[src/rtl/sparc_ctrl_pkg.sv]
`default_nettype none
// ============================================================================
// sparc_ctrl_pkg : shared states, register/ALU codes and IR field constants
// Rev 1.0
// ============================================================================
package sparc_ctrl_pkg;

    typedef enum logic [3:0] {
        ST_RESET    = 4'd0,
        ST_FETCH    = 4'd1,
        ST_DECODE   = 4'd2,
        ST_EXEC     = 4'd3,
        ST_MEM_ADDR = 4'd4,
        ST_MEM_ACC  = 4'd5,
        ST_PC_INC   = 4'd6,
        ST_BRANCH   = 4'd7,
        ST_HALT     = 4'd8
    } state_t;

    typedef enum logic [2:0] {
        CLS_ALU = 3'd0,
        CLS_LD  = 3'd1,
        CLS_ST  = 3'd2,
        CLS_BR  = 3'd3,
        CLS_ILL = 3'd4
    } iclass_t;

    // Bus A/B codes: 0..31 address r0..r31 directly
    localparam logic [5:0] REG_R0    = 6'd0;
    localparam logic [5:0] REG_PC    = 6'd32;
    localparam logic [5:0] REG_IR    = 6'd33;
    localparam logic [5:0] REG_TEMP0 = 6'd34;

    // Bus C: r15 is only ever written through the rd selector, so 15 is free for NOLOAD
    localparam logic [5:0] C_R0      = 6'd0;
    localparam logic [5:0] C_PC      = 6'd32;
    localparam logic [5:0] C_IR      = 6'd33;
    localparam logic [5:0] C_TEMP0   = 6'd34;
    localparam logic [5:0] C_NOLOAD  = 6'h0F;
    localparam logic [3:0] C_NOCLEAR = 4'hF;

    localparam logic [3:0] ALU_ANDCC  = 4'd0;
    localparam logic [3:0] ALU_ORCC   = 4'd1;
    localparam logic [3:0] ALU_ORNCC  = 4'd2;
    localparam logic [3:0] ALU_ADDCC  = 4'd3;
    localparam logic [3:0] ALU_SRL    = 4'd4;
    localparam logic [3:0] ALU_INC4   = 4'd5;
    localparam logic [3:0] ALU_BRDISP = 4'd6;
    localparam logic [3:0] ALU_ADD    = 4'd7;
    localparam logic [3:0] ALU_NOP    = 4'hF;

    localparam logic [1:0] OP_BRANCH = 2'b00;
    localparam logic [1:0] OP_ARITH  = 2'b10;
    localparam logic [1:0] OP_MEM    = 2'b11;
    localparam logic [2:0] OP2_BICC  = 3'b010;

    localparam logic [5:0] OP3_ADDCC = 6'b010000;
    localparam logic [5:0] OP3_ANDCC = 6'b010001;
    localparam logic [5:0] OP3_ORCC  = 6'b010010;
    localparam logic [5:0] OP3_ORNCC = 6'b010110;
    localparam logic [5:0] OP3_SRL   = 6'b100110;
    localparam logic [5:0] OP3_LD    = 6'b000000;
    localparam logic [5:0] OP3_ST    = 6'b000100;

    localparam logic [3:0] COND_BA   = 4'b1000;
    localparam logic [3:0] COND_BE   = 4'b0001;
    localparam logic [3:0] COND_BCS  = 4'b0101;
    localparam logic [3:0] COND_BNEG = 4'b0110;
    localparam logic [3:0] COND_BVS  = 4'b0111;

    function automatic logic [5:0] rd_to_bcode(input logic [4:0] rd);
        return {1'b0, rd};
    endfunction

endpackage
`default_nettype wire

[src/rtl/sparc_ctrl_decode.sv]
`default_nettype none
// ============================================================================
// sparc_ctrl_decode : combinational IR classification (class, ALU op, legality)
// Rev 1.0
// ============================================================================
module sparc_ctrl_decode
    import sparc_ctrl_pkg::*;
(
    input  logic [1:0] i_op,
    input  logic [5:0] i_op3,
    input  logic [3:0] i_cond,
    output logic [2:0] o_class,
    output logic [3:0] o_alu_op,
    output logic       o_legal
);

    always_comb begin
        o_class  = CLS_ILL;
        o_alu_op = ALU_NOP;
        case (i_op)
            OP_ARITH: begin
                case (i_op3)
                    OP3_ADDCC: begin o_class = CLS_ALU; o_alu_op = ALU_ADDCC; end
                    OP3_ANDCC: begin o_class = CLS_ALU; o_alu_op = ALU_ANDCC; end
                    OP3_ORCC:  begin o_class = CLS_ALU; o_alu_op = ALU_ORCC;  end
                    OP3_ORNCC: begin o_class = CLS_ALU; o_alu_op = ALU_ORNCC; end
                    OP3_SRL:   begin o_class = CLS_ALU; o_alu_op = ALU_SRL;   end
                    default: ;
                endcase
            end
            OP_MEM: begin
                if (i_op3 == OP3_LD)
                    o_class = CLS_LD;
                else if (i_op3 == OP3_ST)
                    o_class = CLS_ST;
            end
            OP_BRANCH: begin
                // op2 occupies the upper three bits of the op3 field
                if (i_op3[5:3] == OP2_BICC &&
                    (i_cond == COND_BA  || i_cond == COND_BE || i_cond == COND_BCS ||
                     i_cond == COND_BNEG || i_cond == COND_BVS))
                    o_class = CLS_BR;
            end
            default: ;
        endcase
    end

    assign o_legal = (o_class != CLS_ILL);

endmodule
`default_nettype wire

[src/rtl/sparc_control_sequencer.sv]
`default_nettype none
// ============================================================================
// sparc_control_sequencer : fetch/decode/execute control FSM with PSR
// Rev 1.0
// ============================================================================
module sparc_control_sequencer
    import sparc_ctrl_pkg::*;
#(
    parameter DATAWIDTH_BUS               = 32,
    parameter DATA_BUS_CONTROL            = 6,
    parameter DATAWIDTH_ALU_SELECTION     = 4,
    parameter DATAWIDTH_DECODER_SELECTION = 4
)(
    input  logic                                   uCONTROL_CLOCK_50,
    input  logic                                   uCONTROL_RESET_InHigh,
    input  logic [DATAWIDTH_BUS-1:0]               uCONTROL_IR_InBUS,
    input  logic                                   uCONTROL_negative_InLow,
    input  logic                                   uCONTROL_zero_InLow,
    input  logic                                   uCONTROL_overflow_InLow,
    input  logic                                   uCONTROL_carry_InLow,
    input  logic                                   uCONTROL_setcc_InHigh,
    input  logic                                   uCONTROL_memack_InHigh,
    output logic [DATA_BUS_CONTROL-1:0]            uCONTROL_BUS_CONTROL_A_OutBUS,
    output logic [DATA_BUS_CONTROL-1:0]            uCONTROL_BUS_CONTROL_B_OutBUS,
    output logic [DATA_BUS_CONTROL-1:0]            uCONTROL_BUS_CONTROL_C_OutBUS,
    output logic                                   uCONTROL_BUS_SELECTOR_A_Out,
    output logic                                   uCONTROL_BUS_SELECTOR_B_Out,
    output logic                                   uCONTROL_BUS_SELECTOR_C_Out,
    output logic [DATAWIDTH_ALU_SELECTION-1:0]     uCONTROL_aluselection_OutBUS,
    output logic [DATAWIDTH_DECODER_SELECTION-1:0] uCONTROL_decoderclearselection_OutBUS,
    output logic                                   uCONTROL_busCsrc_OutHigh,
    output logic                                   uCONTROL_memrd_OutHigh,
    output logic                                   uCONTROL_memwr_OutHigh,
    output logic [3:0]                             uCONTROL_psr_OutBUS,
    output logic                                   uCONTROL_halt_OutHigh,
    output logic [3:0]                             uCONTROL_state_OutBUS
);

    state_t     r_state;
    logic [3:0] r_psr;
    logic [2:0] w_class;
    logic [3:0] w_alu_op;
    logic       w_legal;
    logic       w_taken;
    logic       w_ack;
    logic [4:0] w_rd;
    logic       w_ir_unused;

    assign w_ack       = uCONTROL_memack_InHigh;
    assign w_rd        = uCONTROL_IR_InBUS[29:25];
    assign w_ir_unused = ^uCONTROL_IR_InBUS[18:0];

    sparc_ctrl_decode u_decode (
        .i_op     (uCONTROL_IR_InBUS[31:30]),
        .i_op3    (uCONTROL_IR_InBUS[24:19]),
        .i_cond   (uCONTROL_IR_InBUS[28:25]),
        .o_class  (w_class),
        .o_alu_op (w_alu_op),
        .o_legal  (w_legal)
    );

    // PSR is {n,z,v,c}
    always_comb begin
        case (uCONTROL_IR_InBUS[28:25])
            COND_BA:   w_taken = 1'b1;
            COND_BE:   w_taken = r_psr[2];
            COND_BCS:  w_taken = r_psr[0];
            COND_BNEG: w_taken = r_psr[3];
            COND_BVS:  w_taken = r_psr[1];
            default:   w_taken = 1'b0;
        endcase
    end

    always_ff @(posedge uCONTROL_CLOCK_50 or posedge uCONTROL_RESET_InHigh) begin
        if (uCONTROL_RESET_InHigh) begin
            r_state <= ST_RESET;
            r_psr   <= 4'b0000;
        end else begin
            case (r_state)
                ST_RESET:    r_state <= ST_FETCH;
                ST_FETCH:    if (w_ack) r_state <= ST_DECODE;
                ST_DECODE: begin
                    if (!w_legal)
                        r_state <= ST_HALT;
                    else if (w_class == CLS_ALU)
                        r_state <= ST_EXEC;
                    else if (w_class == CLS_LD || w_class == CLS_ST)
                        r_state <= ST_MEM_ADDR;
                    else
                        r_state <= ST_BRANCH;
                end
                ST_EXEC: begin
                    if (uCONTROL_setcc_InHigh)
                        r_psr <= ~{uCONTROL_negative_InLow, uCONTROL_zero_InLow,
                                   uCONTROL_overflow_InLow, uCONTROL_carry_InLow};
                    r_state <= ST_PC_INC;
                end
                ST_MEM_ADDR: r_state <= ST_MEM_ACC;
                ST_MEM_ACC:  if (w_ack) r_state <= ST_PC_INC;
                ST_PC_INC:   r_state <= ST_FETCH;
                ST_BRANCH:   r_state <= w_taken ? ST_FETCH : ST_PC_INC;
                ST_HALT:     r_state <= ST_HALT;
                default:     r_state <= ST_RESET;
            endcase
        end
    end

    always_comb begin
        uCONTROL_BUS_CONTROL_A_OutBUS         = REG_R0;
        uCONTROL_BUS_CONTROL_B_OutBUS         = REG_R0;
        uCONTROL_BUS_CONTROL_C_OutBUS         = C_NOLOAD;
        uCONTROL_BUS_SELECTOR_A_Out           = 1'b0;
        uCONTROL_BUS_SELECTOR_B_Out           = 1'b0;
        uCONTROL_BUS_SELECTOR_C_Out           = 1'b0;
        uCONTROL_aluselection_OutBUS          = ALU_NOP;
        uCONTROL_decoderclearselection_OutBUS = C_NOCLEAR;
        uCONTROL_busCsrc_OutHigh              = 1'b0;
        uCONTROL_memrd_OutHigh                = 1'b0;
        uCONTROL_memwr_OutHigh                = 1'b0;
        uCONTROL_halt_OutHigh                 = 1'b0;
        case (r_state)
            ST_FETCH: begin
                uCONTROL_BUS_CONTROL_A_OutBUS = REG_PC;
                uCONTROL_memrd_OutHigh        = 1'b1;
                uCONTROL_busCsrc_OutHigh      = 1'b1;
                uCONTROL_BUS_CONTROL_C_OutBUS = w_ack ? C_IR : C_NOLOAD;
            end
            ST_EXEC: begin
                uCONTROL_BUS_SELECTOR_A_Out  = 1'b1;
                uCONTROL_BUS_SELECTOR_B_Out  = 1'b1;
                uCONTROL_BUS_SELECTOR_C_Out  = (w_rd != 5'd0);
                uCONTROL_aluselection_OutBUS = w_alu_op;
            end
            ST_MEM_ADDR: begin
                uCONTROL_BUS_SELECTOR_A_Out   = 1'b1;
                uCONTROL_BUS_SELECTOR_B_Out   = 1'b1;
                uCONTROL_aluselection_OutBUS  = ALU_ADD;
                uCONTROL_BUS_CONTROL_C_OutBUS = C_TEMP0;
            end
            ST_MEM_ACC: begin
                uCONTROL_BUS_CONTROL_A_OutBUS = REG_TEMP0;
                if (w_class == CLS_ST) begin
                    uCONTROL_memwr_OutHigh        = 1'b1;
                    uCONTROL_BUS_CONTROL_B_OutBUS = rd_to_bcode(w_rd);
                end else begin
                    uCONTROL_memrd_OutHigh      = 1'b1;
                    uCONTROL_busCsrc_OutHigh    = 1'b1;
                    uCONTROL_BUS_SELECTOR_C_Out = w_ack;
                end
            end
            ST_BRANCH: begin
                if (w_taken) begin
                    uCONTROL_BUS_CONTROL_A_OutBUS = REG_PC;
                    uCONTROL_BUS_CONTROL_B_OutBUS = REG_IR;
                    uCONTROL_aluselection_OutBUS  = ALU_BRDISP;
                    uCONTROL_BUS_CONTROL_C_OutBUS = C_PC;
                end
            end
            ST_PC_INC: begin
                uCONTROL_BUS_CONTROL_A_OutBUS = REG_PC;
                uCONTROL_aluselection_OutBUS  = ALU_INC4;
                uCONTROL_BUS_CONTROL_C_OutBUS = C_PC;
            end
            ST_HALT: uCONTROL_halt_OutHigh = 1'b1;
            default: ;
        endcase
    end

    assign uCONTROL_psr_OutBUS   = r_psr;
    assign uCONTROL_state_OutBUS = r_state;

endmodule
`default_nettype wire

[config.mk]
export PLATFORM = sky130hd
export DESIGN_NAME = sparc_control_sequencer
export DESIGN_NICKNAME = d
export VERILOG_FILES = /design/src/rtl/sparc_ctrl_pkg.sv /design/src/rtl/sparc_ctrl_decode.sv /design/src/rtl/sparc_control_sequencer.sv
export SDC_FILE = /design/constraint.sdc
export NUM_CORES = 1
export LEC_CHECK = 0
export BUFFER_PORTS_ARGS = -buffer_cell sky130_fd_sc_hd__buf_2
export CAP_MARGIN = 10
export CORE_UTILIZATION = 30
export DETAILED_ROUTE_END_ITERATION = 12
export SLEW_MARGIN = 20
export SYNTH_ARGS = -nofsm -noshare
export SYNTH_HDL_FRONTEND = slang
export SYNTH_SLANG_ARGS = --single-unit
[constraint.sdc]
create_clock -name uCONTROL_CLOCK_50 -period 2.3 [get_ports uCONTROL_CLOCK_50]
set_clock_uncertainty 0.1 [all_clocks]
set_input_delay 0.115 -clock uCONTROL_CLOCK_50 [delete_from_list [all_inputs] [get_ports uCONTROL_CLOCK_50]]
set_output_delay 0.115 -clock uCONTROL_CLOCK_50 [all_outputs]
set_load 0.01 [all_outputs]
==> impl_metrics.env <==
export IMPL_status="complete, no violations"
export IMPL_final_layout_size_suffix_gt1_share_pct=35.4
export IMPL_setup_total_negative_slack_ns=0
export IMPL_synth_seq_area_share_pct=19.2
export IMPL_max_cap_viol_count=0
export IMPL_swShare_pct=50.2
export IMPL_grt_start_max_net_pins=13
export IMPL_clk_pin_slew_worst_paths_ns=0.05
export IMPL_filler_cells=348
export IMPL_first_global_vias=975
export IMPL_place_detailed_instances=230
export IMPL_final_hold_worst_slack_ns=0.197
export IMPL_die_area_mm2=0.00371
export IMPL_worst_setup_path_start_kind="flop"
export IMPL_finalSetupViolCount=0
export IMPL_grt_first_pass_wirelength_mm=4.34
export IMPL_clock_fmax_mhz=457
export IMPL_drt_iter0_drc=73
export IMPL_top_ff_cell_synth="sky130_fd_sc_hd__dfrtp_1"
export IMPL_max_vdd_ir_drop_v=0.000401
export IMPL_critical_path_max_fanout=5
export IMPL_cp_required_ns=2.09
export IMPL_portBuffers=52
export IMPL_totalWireLength_mm=2.95
export IMPL_postRouteAntennaNets=0
export IMPL_cp_arrival_ns=1.98
export IMPL_worst_path_cell_with_the_longest_stage_delay="sky130_fd_sc_hd__dfrtp_1"
export IMPL_timing_max_slew_rel_slack_pct=64.8
export IMPL_holdCritPathClass="input port to flop"
export IMPL_critical_path_n_buffers_inverters=1
export IMPL_stdcell_count=238
export IMPL_synthArstFlopShare_pct=100
export IMPL_die_height_um=60.9
export IMPL_first_pass_iters=4
export IMPL_yosys_area_top_type="sky130_fd_sc_hd__dfrtp_1"
export IMPL_grt_overflow_total=0
export IMPL_area_growth_pct=33.7
export IMPL_synth_cell_type_count=50
export IMPL_clk_insertion_delay_late_ns=0.24
export IMPL_core_area_mm2=0.00334
export IMPL_htree_levels=1
export IMPL_slew_viol_final=0
export IMPL_groute_usage_overall_pct=15.4
export IMPL_grt_setup_unrepaired="no"
export IMPL_timing_worst_setup_path_type="flop to output pin"
export IMPL_viasPerCell=5.12
export IMPL_initial_core_util_pct=31.2
export IMPL_period_needed_ns=2.19
export IMPL_net_switching_power_uw=708
export IMPL_post_synth_top_area_fraction_pct=19.2
export IMPL_cts_made_buffers=3
export IMPL_clockRootBuffer="sky130_fd_sc_hd__clkbuf_4"
export IMPL_critical_path_end_type="output pin"
export IMPL_cellPowerDensity_mw_per_mm2=1010
export IMPL_detailedPlace_worstSlack_ns=0.320
export IMPL_drcViolationCount=0
export IMPL_fin_worst_setup_slack_ns=0.110
export IMPL_power_share_clock_pct=6.9
export IMPL_post_route_period_util_pct=95.2
export IMPL_routabilityCongestion=0.849
export IMPL_die_width_um=60.9
export IMPL_number_of_clock_sinks=8
export IMPL_yosys_top_cells_count="12 x sky130_fd_sc_hd__buf_4, 9 x sky130_fd_sc_hd__a21oi_1, 9 x sky130_fd_sc_hd__nor2_1"
export IMPL_p_leak_uw=0.000644
export IMPL_synth_most_common_cell="sky130_fd_sc_hd__buf_4"
export IMPL_comb_power_share_pct=71.0
export IMPL_post_synth_inst_count=139
export IMPL_mappedNetlistArea_mm2=0.00104
export IMPL_cell_types_with_the_largest_area_share_after_synthesis="sky130_fd_sc_hd__dfrtp_1 19%, sky130_fd_sc_hd__buf_4 8.7%, sky130_fd_sc_hd__a21oi_1 4.3%"
export IMPL_synthesis_area_per_instance_um2=7.49
export IMPL_seq_power_share_pct=22.1
export IMPL_std_cell_rows=21
export IMPL_num_io_pins=81
export IMPL_post_route_cell_area_mm2=0.00139
export IMPL_clk_path_buf_depth=2
export IMPL_place_area_mm2=0.00131
export IMPL_critical_path_top_delay_family="compound AO/OA/AOI/OAI gates"
export IMPL_clock_tree_from_tritoncts="yes"
export IMPL_routed_wire_length_per_instance_um=12.4
export IMPL_via_count=1218
export IMPL_crit_path_max_incr_delay_ns=0.38
export IMPL_synth_seq_cells=8
export IMPL_post_cts_repair_setup_buffers=0
export IMPL_synth_edf_count=0
export IMPL_worst_pin_slew_ns=0.515
export IMPL_ys_warnings_count=0
export IMPL_finalHoldViolCount=0
export IMPL_post_dp_hpwl_mm=2.33
export IMPL_crit_path_cell_trace="mux2_1, a32oi_2, nand2_1, o311ai_1, buf_2"
export IMPL_nNetsFinal=234
export IMPL_internal_power_uw=703
export IMPL_antenna_found_initial=0
export IMPL_antenna_cells_inserted=0
## registers in the layout (all words and copies together), names as in the netlist
| signal | cells |
|---|---|
| uCONTROL_psr_OutBUS | 4 |
| uCONTROL_state_OutBUS | 4 |
## path summary, 6_finish.rpt
kind | slack, ns | to | cells after the start | startpoint
max | 0.11 | uCONTROL_aluselection_OutBUS[0] | 5 | uCONTROL_psr_OutBUS[1]$_DFFE_PP0P_
min | 0.20 | uCONTROL_state_OutBUS[0]$_DFFE_PP0P_ | 4 | uCONTROL_memack_InHigh
max reg2reg | 0.56 | uCONTROL_psr_OutBUS[3]$_DFFE_PP0P_ | 5 | uCONTROL_state_OutBUS[3]$_DFFE_PP0P_
min reg2reg | 0.45 | uCONTROL_psr_OutBUS[1]$_DFFE_PP0P_ | 2 | uCONTROL_psr_OutBUS[1]$_DFFE_PP0P_
max in group asynchronous | 1.63 | uCONTROL_state_OutBUS[3]$_DFFE_PP0P_ | 3 | uCONTROL_RESET_InHigh
min in group asynchronous | 0.25 | uCONTROL_psr_OutBUS[2]$_DFFE_PP0P_ | 3 | uCONTROL_RESET_InHigh
## power by group through the flow
| stage | Clock (uW) | Combinational (uW) | Sequential (uW) |
|---|---|---|---|
| after floorplan | 0 | 645 | 309 |
| after detailed placement | 0 | 986 | 308 |
| after CTS | 102 | 996 | 306 |
| after global placement | 0 | 988 | 310 |
| after global routing | 111 | 1120 | 323 |
| final | 97.8 | 1000 | 312 |
## worst register-to-register path, cell delays in order (launching register included)
cell,delay [ns]
sky130_fd_sc_hd__dfrtp_1,0.49
sky130_fd_sc_hd__nor4bb_1,0.42
sky130_fd_sc_hd__buf_4,0.20
sky130_fd_sc_hd__and2_1,0.26
sky130_fd_sc_hd__nor2_1,0.07
sky130_fd_sc_hd__a21oi_1,0.12
## kinds of logic (layout without fill, tap and decap cells)
| family | Yosys count | count (layout) | share of synthesized area [%] |
|---|---|---|---|
| AND/OR/NAND/NOR | 56 | 56 | 33.5 |
| AO/OA/AOI/OAI | 43 | 43 | 28.8 |
| buffers and inverters | 26 | 72 | 13.9 |
| flip-flops | 8 | 8 | 19.2 |
| other | 2 | 9 | 0.721 |
| XOR/XNOR | 2 | 2 | 1.68 |
| multiplexers | 2 | 2 | 2.04 |
## stage by stage
stage	utilization, %	total power [uW]
after floorplan	-	954
after global placement	39.3	1300
after detailed placement	39.3	1290
after CTS	41.5	1400
after global routing	41.7	1560
final	41.7	1410
## cell usage in the layout, fill, tap and decap left out, types with 5 or more instances in the layout
master                          synthesis  routed
sky130_fd_sc_hd__nor3_1                 5       5
sky130_fd_sc_hd__inv_1                  5       5
sky130_fd_sc_hd__buf_4                 12       7
sky130_fd_sc_hd__o21ai_0                8       8
sky130_fd_sc_hd__a21oi_1                9       9
sky130_fd_sc_hd__nor2_1                 9       9
sky130_fd_sc_hd__nand2_1                8       8
sky130_fd_sc_hd__buf_2                  1      52
sky130_fd_sc_hd__conb_1                 2       9
sky130_fd_sc_hd__dfrtp_1                8       8
sky130_fd_sc_hd__dlygate4sd3_1          0       5
## routing by layer
layer  up-vias  part of all wire, %  global-route usage [%]
met5         -                    0                       0
met1       567                   48                    23.1
met3         0                  3.8                   0.853
li1        617                    -                       -
met2        34                   48                    23.9
met4         0                    0                    4.55
## what timing repair did
item                       in CTS  in global routing
setup endpoints to repair       0                  3
gates resized for setup         0                  1
hold endpoints to repair       12                  0
hold buffers                    5                  0
## layout make-up
| class | count | area (um^2) | area share [%] |
|---|---|---|---|
| clock buffer | 3 | 22.5 | 1.62 |
| sequential | 8 | 200 | 14.4 |
| inverter | 5 | 18.8 | 1.35 |
| tap | 46 | 57.6 | 4.14 |
| multi-input combinational | 112 | 729 | 52.4 |
| timing repair buffer | 64 | 363 | 26.1 |
Power figures use the tool's default switching activity.
